==> src/rtl/spi_fl_op_seq_if.sv <==
// Request/response and spi_master_fl controller bundle
// for the flash operation sequencer.
interface spi_fl_op_seq_if;
  logic        req_valid;
  logic        req_ready;
  logic [1:0]  req_op;
  logic [7:0]  req_cmd;
  logic [23:0] req_addr;
  logic [31:0] req_data;
  logic [6:0]  req_nbits;
  logic [3:0]  req_dummy;
  logic [9:0]  req_frame;
  logic        rsp_valid;
  logic [31:0] rsp_data;
  logic        rsp_err;
  logic        busy;
  logic [7:0]  command;
  logic [23:0] address;
  logic [31:0] data_in;
  logic [2:0]  commtype;
  logic [6:0]  ndata_bits;
  logic [9:0]  frame_struct;
  logic [3:0]  dummy_cycles;
  logic        validflag;
  logic [31:0] data_out;
  logic        validflag_out;
  logic        tready;

  modport master (
    input  req_valid, req_op, req_cmd, req_addr,
    input  req_data, req_nbits, req_dummy, req_frame,
    input  data_out, validflag_out, tready,
    output req_ready, rsp_valid, rsp_data, rsp_err,
    output busy, command, address, data_in,
    output commtype, ndata_bits, frame_struct,
    output dummy_cycles, validflag
  );

  modport slave (
    output req_valid, req_op, req_cmd, req_addr,
    output req_data, req_nbits, req_dummy, req_frame,
    output data_out, validflag_out, tready,
    input  req_ready, rsp_valid, rsp_data, rsp_err,
    input  busy, command, address, data_in,
    input  commtype, ndata_bits, frame_struct,
    input  dummy_cycles, validflag
  );
endinterface

==> src/rtl/spi_fl_op_seq.sv <==
// Flash op sequencer: expands one request into
// WREN / main / RDSR-poll transactions for spi_master_fl.
module spi_fl_op_seq #(
  parameter int unsigned POLL_GAP  = 16,
  parameter int unsigned MAX_POLLS = 1000
) (
  input logic             clk,
  input logic             rst,
  spi_fl_op_seq_if.master bus
);

  typedef enum logic [3:0] {
    S_IDLE,
    S_WREN_GO,
    S_WREN_WT,
    S_MAIN_GO,
    S_MAIN_WT,
    S_POLL_GO,
    S_POLL_WT,
    S_POLL_GAP,
    S_DONE
  } state_t;

  state_t state, state_n;

  logic [1:0]  op_q;
  logic [7:0]  cmd_q;
  logic [23:0] addr_q;
  logic [31:0] data_q;
  logic [6:0]  nbits_q;
  logic [3:0]  dummy_q;
  logic [9:0]  frame_q;
  logic [31:0] cap_q;
  logic [31:0] rsp_data_q;
  logic [15:0] poll_cnt;
  logic [15:0] gap_cnt;
  logic        seen_low_q;
  logic        vf_q;
  logic        err_q;

  logic        accept;
  logic        launch;
  logic        in_wt;
  logic        cpl;
  logic        is_wr;
  logic        wip;
  logic        timeout;
  logic        gap_end;
  logic [31:0] cpl_data;

  assign accept = bus.req_valid && (state == S_IDLE);
  assign is_wr  = op_q[0] ^ op_q[1];
  assign launch = bus.tready &&
    (state inside {S_WREN_GO, S_MAIN_GO, S_POLL_GO});
  assign in_wt  =
    state inside {S_WREN_WT, S_MAIN_WT, S_POLL_WT};

  // Completion needs the launch seen (tready low) first;
  // a same-cycle validflag_out beats the held capture.
  assign cpl      = in_wt && seen_low_q && bus.tready;
  assign cpl_data = bus.validflag_out ? bus.data_out
                                      : cap_q;
  assign wip      = cpl_data[0];
  assign timeout  =
    (32'(poll_cnt) + 32'd1) >= MAX_POLLS;
  assign gap_end  =
    (32'(gap_cnt) + 32'd1) >= POLL_GAP;

  assign bus.req_ready = (state == S_IDLE);
  assign bus.busy      = (state != S_IDLE);
  assign bus.rsp_valid = (state == S_DONE);
  assign bus.rsp_data  = rsp_data_q;
  assign bus.rsp_err   = err_q;
  assign bus.validflag = vf_q;

  always_ff @(posedge clk) begin
    if (!rst) state <= S_IDLE;
    else      state <= state_n;
  end

  always_comb begin
    state_n = state;
    unique case (state)
      S_IDLE:
        if (bus.req_valid)
          state_n = (bus.req_op[0] ^ bus.req_op[1])
                    ? S_WREN_GO : S_MAIN_GO;
      S_WREN_GO:
        if (launch) state_n = S_WREN_WT;
      S_WREN_WT:
        if (cpl) state_n = S_MAIN_GO;
      S_MAIN_GO:
        if (launch) state_n = S_MAIN_WT;
      S_MAIN_WT:
        if (cpl) state_n = is_wr ? S_POLL_GO : S_DONE;
      S_POLL_GO:
        if (launch) state_n = S_POLL_WT;
      S_POLL_WT:
        if (cpl)
          state_n = (!wip || timeout) ? S_DONE
                                      : S_POLL_GAP;
      S_POLL_GAP:
        if (gap_end) state_n = S_POLL_GO;
      S_DONE:
        state_n = S_IDLE;
      default:
        state_n = S_IDLE;
    endcase
  end

  always_comb begin
    bus.command      = '0;
    bus.address      = '0;
    bus.data_in      = '0;
    bus.commtype     = '0;
    bus.ndata_bits   = '0;
    bus.frame_struct = '0;
    bus.dummy_cycles = '0;
    unique case (state)
      S_WREN_GO, S_WREN_WT: begin
        bus.command = 8'h06;
      end
      S_MAIN_GO, S_MAIN_WT: begin
        bus.command      = cmd_q;
        bus.address      = addr_q;
        bus.data_in      = data_q;
        bus.ndata_bits   = nbits_q;
        bus.frame_struct = frame_q;
        bus.dummy_cycles = dummy_q;
        if (op_q == 2'd1)      bus.commtype = 3'b100;
        else if (op_q == 2'd0) bus.commtype = 3'b010;
        else                   bus.commtype = 3'b000;
      end
      S_POLL_GO, S_POLL_WT: begin
        bus.command      = 8'h05;
        bus.commtype     = 3'b010;
        bus.ndata_bits   = 7'd8;
        bus.frame_struct = 10'h004;
      end
      default: ;
    endcase
  end

  always_ff @(posedge clk) begin
    if (!rst) begin
      op_q       <= '0;
      cmd_q      <= '0;
      addr_q     <= '0;
      data_q     <= '0;
      nbits_q    <= '0;
      dummy_q    <= '0;
      frame_q    <= '0;
      cap_q      <= '0;
      rsp_data_q <= '0;
      poll_cnt   <= '0;
      gap_cnt    <= '0;
      seen_low_q <= 1'b0;
      vf_q       <= 1'b0;
      err_q      <= 1'b0;
    end else begin
      if (accept) begin
        op_q     <= bus.req_op;
        cmd_q    <= bus.req_cmd;
        addr_q   <= bus.req_addr;
        data_q   <= bus.req_data;
        nbits_q  <= bus.req_nbits;
        dummy_q  <= bus.req_dummy;
        frame_q  <= bus.req_frame;
        poll_cnt <= '0;
        err_q    <= 1'b0;
      end
      vf_q <= launch;
      if (launch) begin
        cap_q      <= '0;
        seen_low_q <= 1'b0;
      end else if (in_wt) begin
        if (!bus.tready)       seen_low_q <= 1'b1;
        if (bus.validflag_out) cap_q <= bus.data_out;
      end
      if (state == S_MAIN_WT && cpl)
        rsp_data_q <= cpl_data;
      if (state == S_POLL_WT && cpl) begin
        poll_cnt <= poll_cnt + 16'd1;
        if (wip && timeout) err_q <= 1'b1;
      end
      if (state == S_POLL_GAP) gap_cnt <= gap_cnt + 16'd1;
      else                     gap_cnt <= '0;
    end
  end

endmodule

==> src/flat_wrapper.sv <==
// flat-port wrapper written by rule: the top's interface ports become plain ports
module spi_fl_op_seq_flat 
#(
  parameter int unsigned POLL_GAP  = 16,
  parameter int unsigned MAX_POLLS = 1000
)
  (clk, rst, bus_req_valid, bus_req_op, bus_req_cmd, bus_req_addr, bus_req_data, bus_req_nbits, bus_req_dummy, bus_req_frame, bus_data_out, bus_validflag_out, bus_tready, bus_req_ready, bus_rsp_valid, bus_rsp_data, bus_rsp_err, bus_busy, bus_command, bus_address, bus_data_in, bus_commtype, bus_ndata_bits, bus_frame_struct, bus_dummy_cycles, bus_validflag);
  spi_fl_op_seq_if bus_i ();
  input logic clk;
  input logic rst;
  input wire logic [$bits(bus_i.req_valid)-1:0] bus_req_valid;
  input wire logic [$bits(bus_i.req_op)-1:0] bus_req_op;
  input wire logic [$bits(bus_i.req_cmd)-1:0] bus_req_cmd;
  input wire logic [$bits(bus_i.req_addr)-1:0] bus_req_addr;
  input wire logic [$bits(bus_i.req_data)-1:0] bus_req_data;
  input wire logic [$bits(bus_i.req_nbits)-1:0] bus_req_nbits;
  input wire logic [$bits(bus_i.req_dummy)-1:0] bus_req_dummy;
  input wire logic [$bits(bus_i.req_frame)-1:0] bus_req_frame;
  input wire logic [$bits(bus_i.data_out)-1:0] bus_data_out;
  input wire logic [$bits(bus_i.validflag_out)-1:0] bus_validflag_out;
  input wire logic [$bits(bus_i.tready)-1:0] bus_tready;
  output wire logic [$bits(bus_i.req_ready)-1:0] bus_req_ready;
  output wire logic [$bits(bus_i.rsp_valid)-1:0] bus_rsp_valid;
  output wire logic [$bits(bus_i.rsp_data)-1:0] bus_rsp_data;
  output wire logic [$bits(bus_i.rsp_err)-1:0] bus_rsp_err;
  output wire logic [$bits(bus_i.busy)-1:0] bus_busy;
  output wire logic [$bits(bus_i.command)-1:0] bus_command;
  output wire logic [$bits(bus_i.address)-1:0] bus_address;
  output wire logic [$bits(bus_i.data_in)-1:0] bus_data_in;
  output wire logic [$bits(bus_i.commtype)-1:0] bus_commtype;
  output wire logic [$bits(bus_i.ndata_bits)-1:0] bus_ndata_bits;
  output wire logic [$bits(bus_i.frame_struct)-1:0] bus_frame_struct;
  output wire logic [$bits(bus_i.dummy_cycles)-1:0] bus_dummy_cycles;
  output wire logic [$bits(bus_i.validflag)-1:0] bus_validflag;
  assign bus_i.req_valid = bus_req_valid;
  assign bus_i.req_op = bus_req_op;
  assign bus_i.req_cmd = bus_req_cmd;
  assign bus_i.req_addr = bus_req_addr;
  assign bus_i.req_data = bus_req_data;
  assign bus_i.req_nbits = bus_req_nbits;
  assign bus_i.req_dummy = bus_req_dummy;
  assign bus_i.req_frame = bus_req_frame;
  assign bus_i.data_out = bus_data_out;
  assign bus_i.validflag_out = bus_validflag_out;
  assign bus_i.tready = bus_tready;
  assign bus_req_ready = bus_i.req_ready;
  assign bus_rsp_valid = bus_i.rsp_valid;
  assign bus_rsp_data = bus_i.rsp_data;
  assign bus_rsp_err = bus_i.rsp_err;
  assign bus_busy = bus_i.busy;
  assign bus_command = bus_i.command;
  assign bus_address = bus_i.address;
  assign bus_data_in = bus_i.data_in;
  assign bus_commtype = bus_i.commtype;
  assign bus_ndata_bits = bus_i.ndata_bits;
  assign bus_frame_struct = bus_i.frame_struct;
  assign bus_dummy_cycles = bus_i.dummy_cycles;
  assign bus_validflag = bus_i.validflag;
  spi_fl_op_seq #(.POLL_GAP(POLL_GAP), .MAX_POLLS(MAX_POLLS)) u_core (.clk(clk), .rst(rst), .bus(bus_i));
endmodule
==> config.mk <==
export PLATFORM = sky130hd
export DESIGN_NAME = spi_fl_op_seq_flat
export DESIGN_NICKNAME = d
export VERILOG_FILES = /design/src/rtl/spi_fl_op_seq_if.sv /design/src/rtl/spi_fl_op_seq.sv /design/src/flat_wrapper.sv
export SDC_FILE = /design/constraint.sdc
export NUM_CORES = 1
export LEC_CHECK = 0
export BUFFER_PORTS_ARGS = -buffer_cell sky130_fd_sc_hd__buf_2
export CORE_MARGIN = 8
export CORE_UTILIZATION = 47
export CTS_CLUSTER_DIAMETER = 100
export CTS_CLUSTER_SIZE = 20
export DETAILED_ROUTE_END_ITERATION = 8
export PLACE_DENSITY_LB_ADDON = 0.15
export REMOVE_ABC_BUFFERS = 1
export SLEW_MARGIN = 20
export SYNTH_ARGS = -nofsm -noshare
export SYNTH_HDL_FRONTEND = slang
export SYNTH_SLANG_ARGS = --single-unit
==> constraint.sdc <==
create_clock -name clk -period 2.2 [get_ports clk]
set_input_delay 0 -clock clk [delete_from_list [all_inputs] [get_ports clk]]
set_output_delay 0 -clock clk [all_outputs]
set_load 0.01 [all_outputs]
==> results of run 1 <==
## worst max-delay path, cell delays in order, from the launching register on
cell	delay [ps]
dfxtp_1	440
nand3_2	210
nor4_4	380
and4bb_1	260
o21ai_2	80
nor3_4	250
a31oi_1	150
o41ai_2	220
## layout make-up
cell class	count	area share (%)
Clock buffer	18	3.60
Clock inverter	14	1.83
Inverter	7	0.236
Multi-Input combinational cell	814	36.8
Sequential cell	190	31.3
Tap cell	229	2.35
Timing Repair Buffer	413	23.9
## sequential cells by signal, summed over array words and instances, names as in the netlist
name,flops
u_core.op_q,2
u_core.cap_q,32
u_core.frame_q,10
u_core.gap_cnt,16
u_core.dummy_q,4
u_core.bus.rsp_err,1
u_core.bus.rsp_data,32
u_core.cmd_q,8
u_core.state,4
u_core.data_q,32
u_core.poll_cnt,16
u_core.nbits_q,7
u_core.bus.validflag,1
u_core.seen_low_q,1
u_core.addr_q,24
## metrics by stage
step                      cell area (sq um)  cells  hold WS (ps)  util (%)
after CTS                             12100   1682          24.9      67.4
after detailed placement              10200   1528           247      56.7
after floorplan                        8250   1010           122         -
final                                 12200   1685          27.5      67.8
after global placement                10200   1528           240      56.7
after global routing                  12200   1685          44.4      67.8
## per-layer routing
| layer | vias up | GRT usage, % | part of all wire [%] |
|---|---|---|---|
| li1 | 4388 | - | - |
| met2 | 331 | 36.7 | 47 |
| met5 | - | 0 | 0 |
| met4 | 0 | 8.46 | 2.4 |
| met1 | 3973 | 27.9 | 41 |
| met3 | 45 | 6.18 | 8.8 |
## synth_stat cells (7+ instances only)
cell type | number | share of area, %
nand2_1 | 273 | 12
dfxtp_1 | 190 | 44
a21oi_1 | 144 | 8.4
and2_1 | 88 | 6.4
nor2_1 | 78 | 3.4
clkbuf_1 | 68 | 3.0
a211oi_1 | 34 | 3.0
mux2i_1 | 34 | 3.9
nand3_1 | 20 | 1.2
o21ai_0 | 13 | 0.75
buf_2 | 12 | 0.70
nor3_1 | 12 | 0.70
a31oi_1 | 10 | 0.73
xor2_1 | 10 | 1.0
xnor2_1 | 9 | 0.91
inv_1 | 7 | 0.30
nand4_1 | 7 | 0.51
or3_1 | 7 | 0.51
## where the power goes
part           switching (W)  leakage (nW)  internal [W]
Clock                0.00152         0.319       0.00180
Combinational        0.00158          3.37       0.00109
Sequential          0.000215          1.55       0.00383
Total                0.00332          5.24       0.00673
## repair_timing
item                                   4_1_cts  5_1_grt
setup endpoints to repair                   84       45
hold buffers                               121        0
setup buffers                                0        1
resized for setup                            6       13
cloned                                       1        2
endpoints found under the hold margin      157        0
pin swaps                                    1        3
## cell families (layout without fill, tap and decap cells)
logic type      count (synthesis)  after routing  synth area share, %
compound gates                226            226                 15.6
xor+xnor                       19             19                 1.93
fa+ha+maj                       6              6                0.870
buf+inv                        96            452                 4.71
flops                         190            190                 44.1
mux                            35             35                 4.08
other cells                     1              1               0.0435
simple gates                  526            527                 28.6
## worst max-delay path by stage
stage	endpoint	startpoint	depth (start not counted)
floorplan	u_core.poll_cnt[10]	u_core.state[1]	8
global placement	u_core.state[0]	u_core.poll_cnt[1]	8
detailed placement	u_core.state[1]	u_core.poll_cnt[1]	8
CTS	bus_data_in[13]	u_core.state[2]	6
global route	u_core.state[1]	u_core.poll_cnt[0]	8
finish	u_core.state[2]	u_core.poll_cnt[4]	7
==> reports/qor.txt, run 1 <==
Outcome -> complete, no violations
Vias in the first global route -> 8452
Fmax -> 479 MHz
Most common cell after layout, fill and taps aside -> nand2_1
Worst r2r dst -> u_core.state[2]
Total Routing Usage GR -> 22.5%
Hold Path Depth -> 4
CTS tree -> done
Clk_skew -> 10.0 ps
Setup slack, reg-to-reg -> 110 ps
Pre-Repair DR Iteration Count -> 5
1st-iter DRT viols -> 437
Setup violations, final -> 0
WL/cell -> 16.0 um
Final ANT Viol Nets -> 0
Die Area -> 22900 sq um
Fin. Hold Viols -> 0
DRT Wirelength -> 27000 um
Clk root buf -> clkbuf_16
Static Leak -> 5.24 nW
R2R cell count -> 7
Total number of vias -> 8737
Most used flip-flop cell after synthesis -> dfxtp_1
Clk_lat worst skew -> 430 ps
Fillers -> 1442
CP Class -> reg -> reg
Synthesized area per cell -> 7.85 sq um
Max-cap violations -> 0
Dpl hpwl -> 17300 um
Row count -> 49
Critical path arrival -> 2410 ps
GPL Wtd Cong -> 0.843
Post-synthesis sequential area ratio -> 44.1%
Synth cell types -> 61
IO Pins -> 249
Number of remaining DRC errors -> 0
TNS Setup -> 0 ps
Synthesized flop and latch total -> 190
Grt total ovfl -> 0
Reg clk slew, reported paths -> 70 ps
Fin crit period -> 2090 ps
Clock Sinks -> 190
Initial antenna violation count -> 0
Die height -> 151 um
CP startpoint kind -> register
Reg-to-reg startpoint -> u_core.poll_cnt[4]
Worst VDD drop -> 0.504 mV
Crit end category -> register
Worst Hold End -> u_core.frame_q[2]
CTS Buf Count -> 17
Synth warn -> 0
RSZ-0062 raised after global routing -> yes
IO buf count -> 247
Crit share post-route -> 94.9%
Fin worst setup slack -> 111 ps
Initial core utilization -> 48.0%
Multi-input logic area -> 4480 sq um
Min-delay src -> bus_req_valid
Core area -> 18000 sq um
Pre-CTS setup slack -> -55.9 ps
H-tree lvl count -> 4
# diodes -> 0
Power Total -> 0.0100 W
Largest net degree at the start of global routing -> 73
Most frequent cells in the layout -> 272 x nand2_1, 247 x buf_2, 182 x dfxtp_1
Worst Path Required -> 2530 ps
Storage cell area -> 3820 sq um
Crit Path Max Fanout -> 7
Layout area overhead -> 41.3%
Fin nets -> 1573
Worst Hold Class -> in -> reg
Number of synthesized flops with an enable pin -> 0
Gate Count Post-Synth -> 1099
Ys async rst share -> 0%
Deepest clock path buffer count -> 2
Die Width -> 151 um
Final Max Slew Viols -> 0
P per Cell Area -> 824 nW/um^2
Via density -> 5.19
Layout cells sized above 1 -> 25.0%
First-pass GRT wire length -> 42000 um
Mapped cell area -> 8630 sq um
Note: power is estimated with default switching activity, not from simulation.
==> run 2, diff against run 1 <==
--- a/config.mk
+++ b/config.mk
@@ -12,7 +12,6 @@
 export CTS_CLUSTER_SIZE = 20
 export DETAILED_ROUTE_END_ITERATION = 8
 export PLACE_DENSITY_LB_ADDON = 0.15
-export REMOVE_ABC_BUFFERS = 1
 export SLEW_MARGIN = 20
 export SYNTH_ARGS = -nofsm -noshare
 export SYNTH_HDL_FRONTEND = slang
==> reports/qor.txt, run 2 (synthesis gave the netlist of run 1 again) <==
Outcome -> complete, no violations
M3 GR Usage -> 6.95%
Number of remaining DRC errors -> 0
Die Width -> 151 um
Routing usage on met1 -> 26.9%
Core area -> 18000 sq um
Static Leak -> 5.17 nW
Die height -> 151 um
Fin nets -> 1566
RSZ-0062 raised after global routing -> no
Total Routing Usage GR -> 22.3%
Critical path, cell by cell -> and3_1, and4_2, nand3_1, a2111oi_2, a31o_4, or3_1, o31ai_2
P per Cell Area -> 811 nW/um^2
Crit share post-route -> 95.6%
Row count -> 49
DRT Wirelength -> 26800 um
Largest net degree at the start of global routing -> 88
Family with the most delay on the worst path -> simple AND/OR/NAND/NOR gates
Deepest clock path buffer count -> 2
1st-iter DRT viols -> 444
Worst VDD drop -> 0.602 mV
Max incr delay on CP -> 450 ps
Fin worst setup slack -> 97.3 ps
Met2 usage -> 36.0%
Worst Path Required -> 2520 ps
Worst Hold Class -> in -> reg
Fin crit period -> 2100 ps
Reg clk slew, reported paths -> 80 ps
Syn nets -> 1229
Crit Path Max Fanout -> 7
WL/cell -> 15.9 um
Power Total -> 0.00977 W
Initial antenna violation count -> 0
Fillers -> 1447
Via density -> 5.16
Critical path arrival -> 2420 ps
Fin. Hold Viols -> 0
Final Max Slew Viols -> 0
Crit end category -> register
Pre-CTS setup slack -> 39.8 ps
CP startpoint kind -> register
Vias in the first global route -> 8253
IO buf count -> 247
Final ANT Viol Nets -> 0
TNS Setup -> 0 ps
GPL Wtd Cong -> 0.863
Slew at the pin closest to its max-slew limit -> 930 ps
First-pass GRT wire length -> 41400 um
Placed Instance Area -> 10200 sq um
CP max stage cell -> dfxtp_1
Clk root buf -> clkbuf_16
H-tree lvl count -> 4
CP Buf/Inv Count -> 0
CTS tree -> done
Max-cap violations -> 0
Relative slew slack -> 38.0%
Clk_skew -> 12.3 ps
Fin area -> 12000 sq um
Setup violations, final -> 0
Layout cells sized above 1 -> 24.5%
Initial core utilization -> 48.0%
CTS Buf Count -> 17
Die Area -> 22900 sq um
Total number of vias -> 8686
Pre-Repair DR Iteration Count -> 5
IO Pins -> 249
Clk_lat worst skew -> 440 ps
Grt total ovfl -> 0
Clock Sinks -> 190
Grt peak-use layer -> met2
Fmax -> 476 MHz
Most common cell after layout, fill and taps aside -> nand2_1
Dpl hpwl -> 16800 um
CP Class -> reg -> reg
Layout area overhead -> 39.7%
Most frequent cells in the layout -> 272 x nand2_1, 247 x buf_2, 183 x dfxtp_1
## run 2: path summary, 6_finish.rpt
| kind | from | to | slack, ps | depth (start not counted) |
|---|---|---|---|---|
| max reg2reg | u_core.gap_cnt[2] | u_core.state[0] | 100 | 7 |
| min reg2reg | u_core.gap_cnt[0] | u_core.gap_cnt[0] | 450 | 1 |
| max | u_core.gap_cnt[2] | u_core.state[0] | 100 | 7 |
| min | bus_data_out[0] | u_core.bus.rsp_data[0] | 40 | 3 |
## run 2: report_power, final
| part | switching (W) | internal, W |
|---|---|---|
| clock | 0.00154 | 0.00156 |
| sequential | 0.000192 | 0.00383 |
| combinational | 0.00159 | 0.00105 |
## run 2: what timing repair did
action                     4_1_cts  5_1_grt
pin swaps                        1        3
hold endpoints to repair       157        0
gates resized for setup          4       13
buffers inserted                 1        1
cloned                           1        1
hold buffers                   120        0
setup endpoints to repair       81       82
## run 2: layout make-up
class	instances	area [sq um]	share of cell area, %
diodes	4	10.0	0.0831
clock buffers	18	439	3.64
clock inverters	14	164	1.36
inverters	7	28.8	0.239
multi-input cells	814	4480	37.1
flip-flops and latches	190	3810	31.7
well taps	229	287	2.38
repair buffers	406	2830	23.5
## run 2: tightest hold or removal path: stages
cell and delay [ps]:
buf_2 80, mux2i_1 130, a211oi_1 210
## run 2: routing by layer
| layer | part of all wire, % | wire, um |
|---|---|---|
| met5 | 0 | 0 |
| met4 | 2.8 | 753 |
| met3 | 9.4 | 2510 |
| met2 | 46 | 12400 |
| met1 | 42 | 11100 |
## run 2: metrics by stage
| stage | util (%) | hold slack, ps | cells |
|---|---|---|---|
| finish | 67.1 | 39.2 | 1682 |
| global route | 67.0 | 74.4 | 1678 |
| CTS | 66.9 | 35.0 | 1677 |
| detailed placement | 56.5 | 246 | 1523 |
| global placement | 56.5 | 241 | 1523 |
| floorplan | - | 136 | 1099 |
==> run 3, diff against run 2 <==
--- a/config.mk
+++ b/config.mk
@@ -5,7 +5,7 @@
 export SDC_FILE = /design/constraint.sdc
 export NUM_CORES = 1
 export LEC_CHECK = 0
-export BUFFER_PORTS_ARGS = -buffer_cell sky130_fd_sc_hd__buf_2
+export BUFFER_PORTS_ARGS = -buffer_cell sky130_fd_sc_hd__buf_4
 export CORE_MARGIN = 8
 export CORE_UTILIZATION = 47
 export CTS_CLUSTER_DIAMETER = 100
==> reports/qor.txt, run 3 (synthesis gave the netlist of run 1 again) <==
Die Area -> 22900 sq um
NetSw -> 0.00331 W
Vias in the first global route -> 8118
WL/cell -> 16.0 um
Static Leak -> 5.26 nW
Fin area -> 12700 sq um
Worst Hold Class -> in -> reg
Setup slack, reg-to-reg -> 140 ps
Clk_skew -> 11.9 ps
Setup violations, final -> 0
1st-iter DRT viols -> 589
Grt total ovfl -> 0
Final ANT Viol Nets -> 0
Die Width -> 151 um
Power share of the sequential group -> 40.6%
Outcome -> complete, no violations
Final core utilization -> 70.6%
Reg-to-reg startpoint -> u_core.gap_cnt[1]
Clk_lat worst skew -> 430 ps
Cell Int Power -> 0.00658 W
Worst Path Required -> 2200 ps
Multi-input logic area -> 4490 sq um
Largest net degree at the start of global routing -> 88
CTS tree -> done
Max-cap violations -> 0
Fin. Hold Viols -> 0
Fin crit period -> 2070 ps
P per Cell Area -> 780 nW/um^2
R2R cell count -> 8
Critical path arrival -> 2070 ps
Fin nets -> 1566
Die height -> 151 um
Min-delay src -> bus_validflag_out
Gate power share -> 28.9%
Worst r2r dst -> u_core.state[0]
Fmax -> 483 MHz
Pre-Repair DR Iteration Count -> 7
Total Routing Usage GR -> 22.1%
Switching portion of total power -> 33.4%
H-tree lvl count -> 4
Hold Path Depth -> 3
Relative slew slack -> 39.3%
Total number of vias -> 8711
Fillers -> 1384
GPL Wtd Cong -> 0.830
Core area -> 18000 sq um
TNS Setup -> 0 ps
Worst Hold End -> u_core.bus.rsp_data[27]
RSZ-0062 raised after global routing -> no
CTS Buf Count -> 17
Syn nets -> 1229
Crit share post-route -> 94.2%
Clk root buf -> clkbuf_16
Layout cells sized above 1 -> 24.8%
Via density -> 5.19
Storage cell area -> 3820 sq um
DRT Wirelength -> 26900 um
IO buf count -> 247
CP startpoint kind -> register
Initial core utilization -> 48.0%
Clock Sinks -> 190
Final Max Slew Viols -> 0
Crit end category -> output port
Dpl hpwl -> 17300 um
Worst VDD drop -> 0.602 mV
Row count -> 49
Placed Instance Area -> 10700 sq um
CP Class -> reg -> out
Most common cell after layout, fill and taps aside -> buf_4
Reg clk slew, reported paths -> 70 ps
Crit Path Max Fanout -> 40
Most frequent cells in the layout -> 275 x buf_4, 272 x nand2_1, 178 x dfxtp_1
Number of remaining DRC errors -> 0
Clock power share -> 30.5%
Deepest clock path buffer count -> 2
Layout area overhead -> 47.0%
Initial antenna violation count -> 1
Slew at the pin closest to its max-slew limit -> 910 ps
First-pass GRT wire length -> 41100 um
IO Pins -> 249
==> run 3: worst max path at each step <==
stage | slack, ps | start | depth (start not counted) | to
after floorplan | 160 | u_core.poll_cnt[1] | 8 | u_core.state[0]
after global placement | 90 | u_core.poll_cnt[1] | 8 | u_core.state[0]
after detailed placement | 50 | u_core.poll_cnt[1] | 8 | u_core.state[1]
after CTS | 40 | u_core.gap_cnt[0] | 8 | u_core.state[0]
after global routing | 4 | u_core.poll_cnt[0] | 9 | u_core.bus.rsp_err
final | 130 | u_core.state[2] | 8 | bus_command[3]
==> run 3: power by group through the flow <==
| stage | logic (W) | clock network [W] | registers, W |
|---|---|---|---|
| 3_3_place_gp | 0.00254 | 0 | 0.00406 |
| 6_report | 0.00286 | 0.00301 | 0.00401 |
| 2_1_floorplan | 0.00160 | 0 | 0.00403 |
| 3_5_place_dp | 0.00256 | 0 | 0.00407 |
| 4_1_cts | 0.00284 | 0.00310 | 0.00399 |
| 5_1_grt | 0.00314 | 0.00327 | 0.00405 |
==> run 3: critical path: stages, from the launching register on <==
cell      delay, ps
dfxtp_1         350
buf_6           170
nor2b_4         220
nand2b_4         90
a21oi_4         190
buf_12          140
buf_16          180
and2_1          170
buf_4           130
==> run 3: repair_timing <==
action,in CTS,in global routing
gates resized for setup,3,21
pin swaps,1,3
buffers inserted,1,1
cloned,1,1
hold buffers,121,0
hold endpoints to repair,157,0
endpoints found under the setup margin,31,56
==> run 3: final cells by class <==
cell class,instances,share of cell area [%]
Antenna cell,1,0.0197
Clock buffer,17,3.36
Clock inverter,15,1.30
Inverter,7,0.227
Multi-Input combinational cell,814,35.4
Sequential cell,190,30.1
Tap cell,229,2.26
Timing Repair Buffer,406,27.3
==> run 3: through the flow <==
step	worst slack (ps)	total power (W)	cells	hold slack [ps]
global route	3.52	0.0105	1679	38.2
CTS	40.0	0.00994	1676	22.6
floorplan	158	0.00563	1099	136
global placement	89.4	0.00659	1521	246
detailed placement	52.2	0.00663	1521	254
finish	127	0.00988	1679	39.8
==> run 3: metal layers <==
metal  part of all wire [%]  vias up  wire length (um)  global-route usage, %
li1                       -     4369                 -                      -
met1                     42     3999             11200                   27.1
met2                     47      304             12500                   35.8
met3                    9.6       39              2570                   6.86
met4                    2.3        0               616                   7.67
met5                      0        -                 0                      0
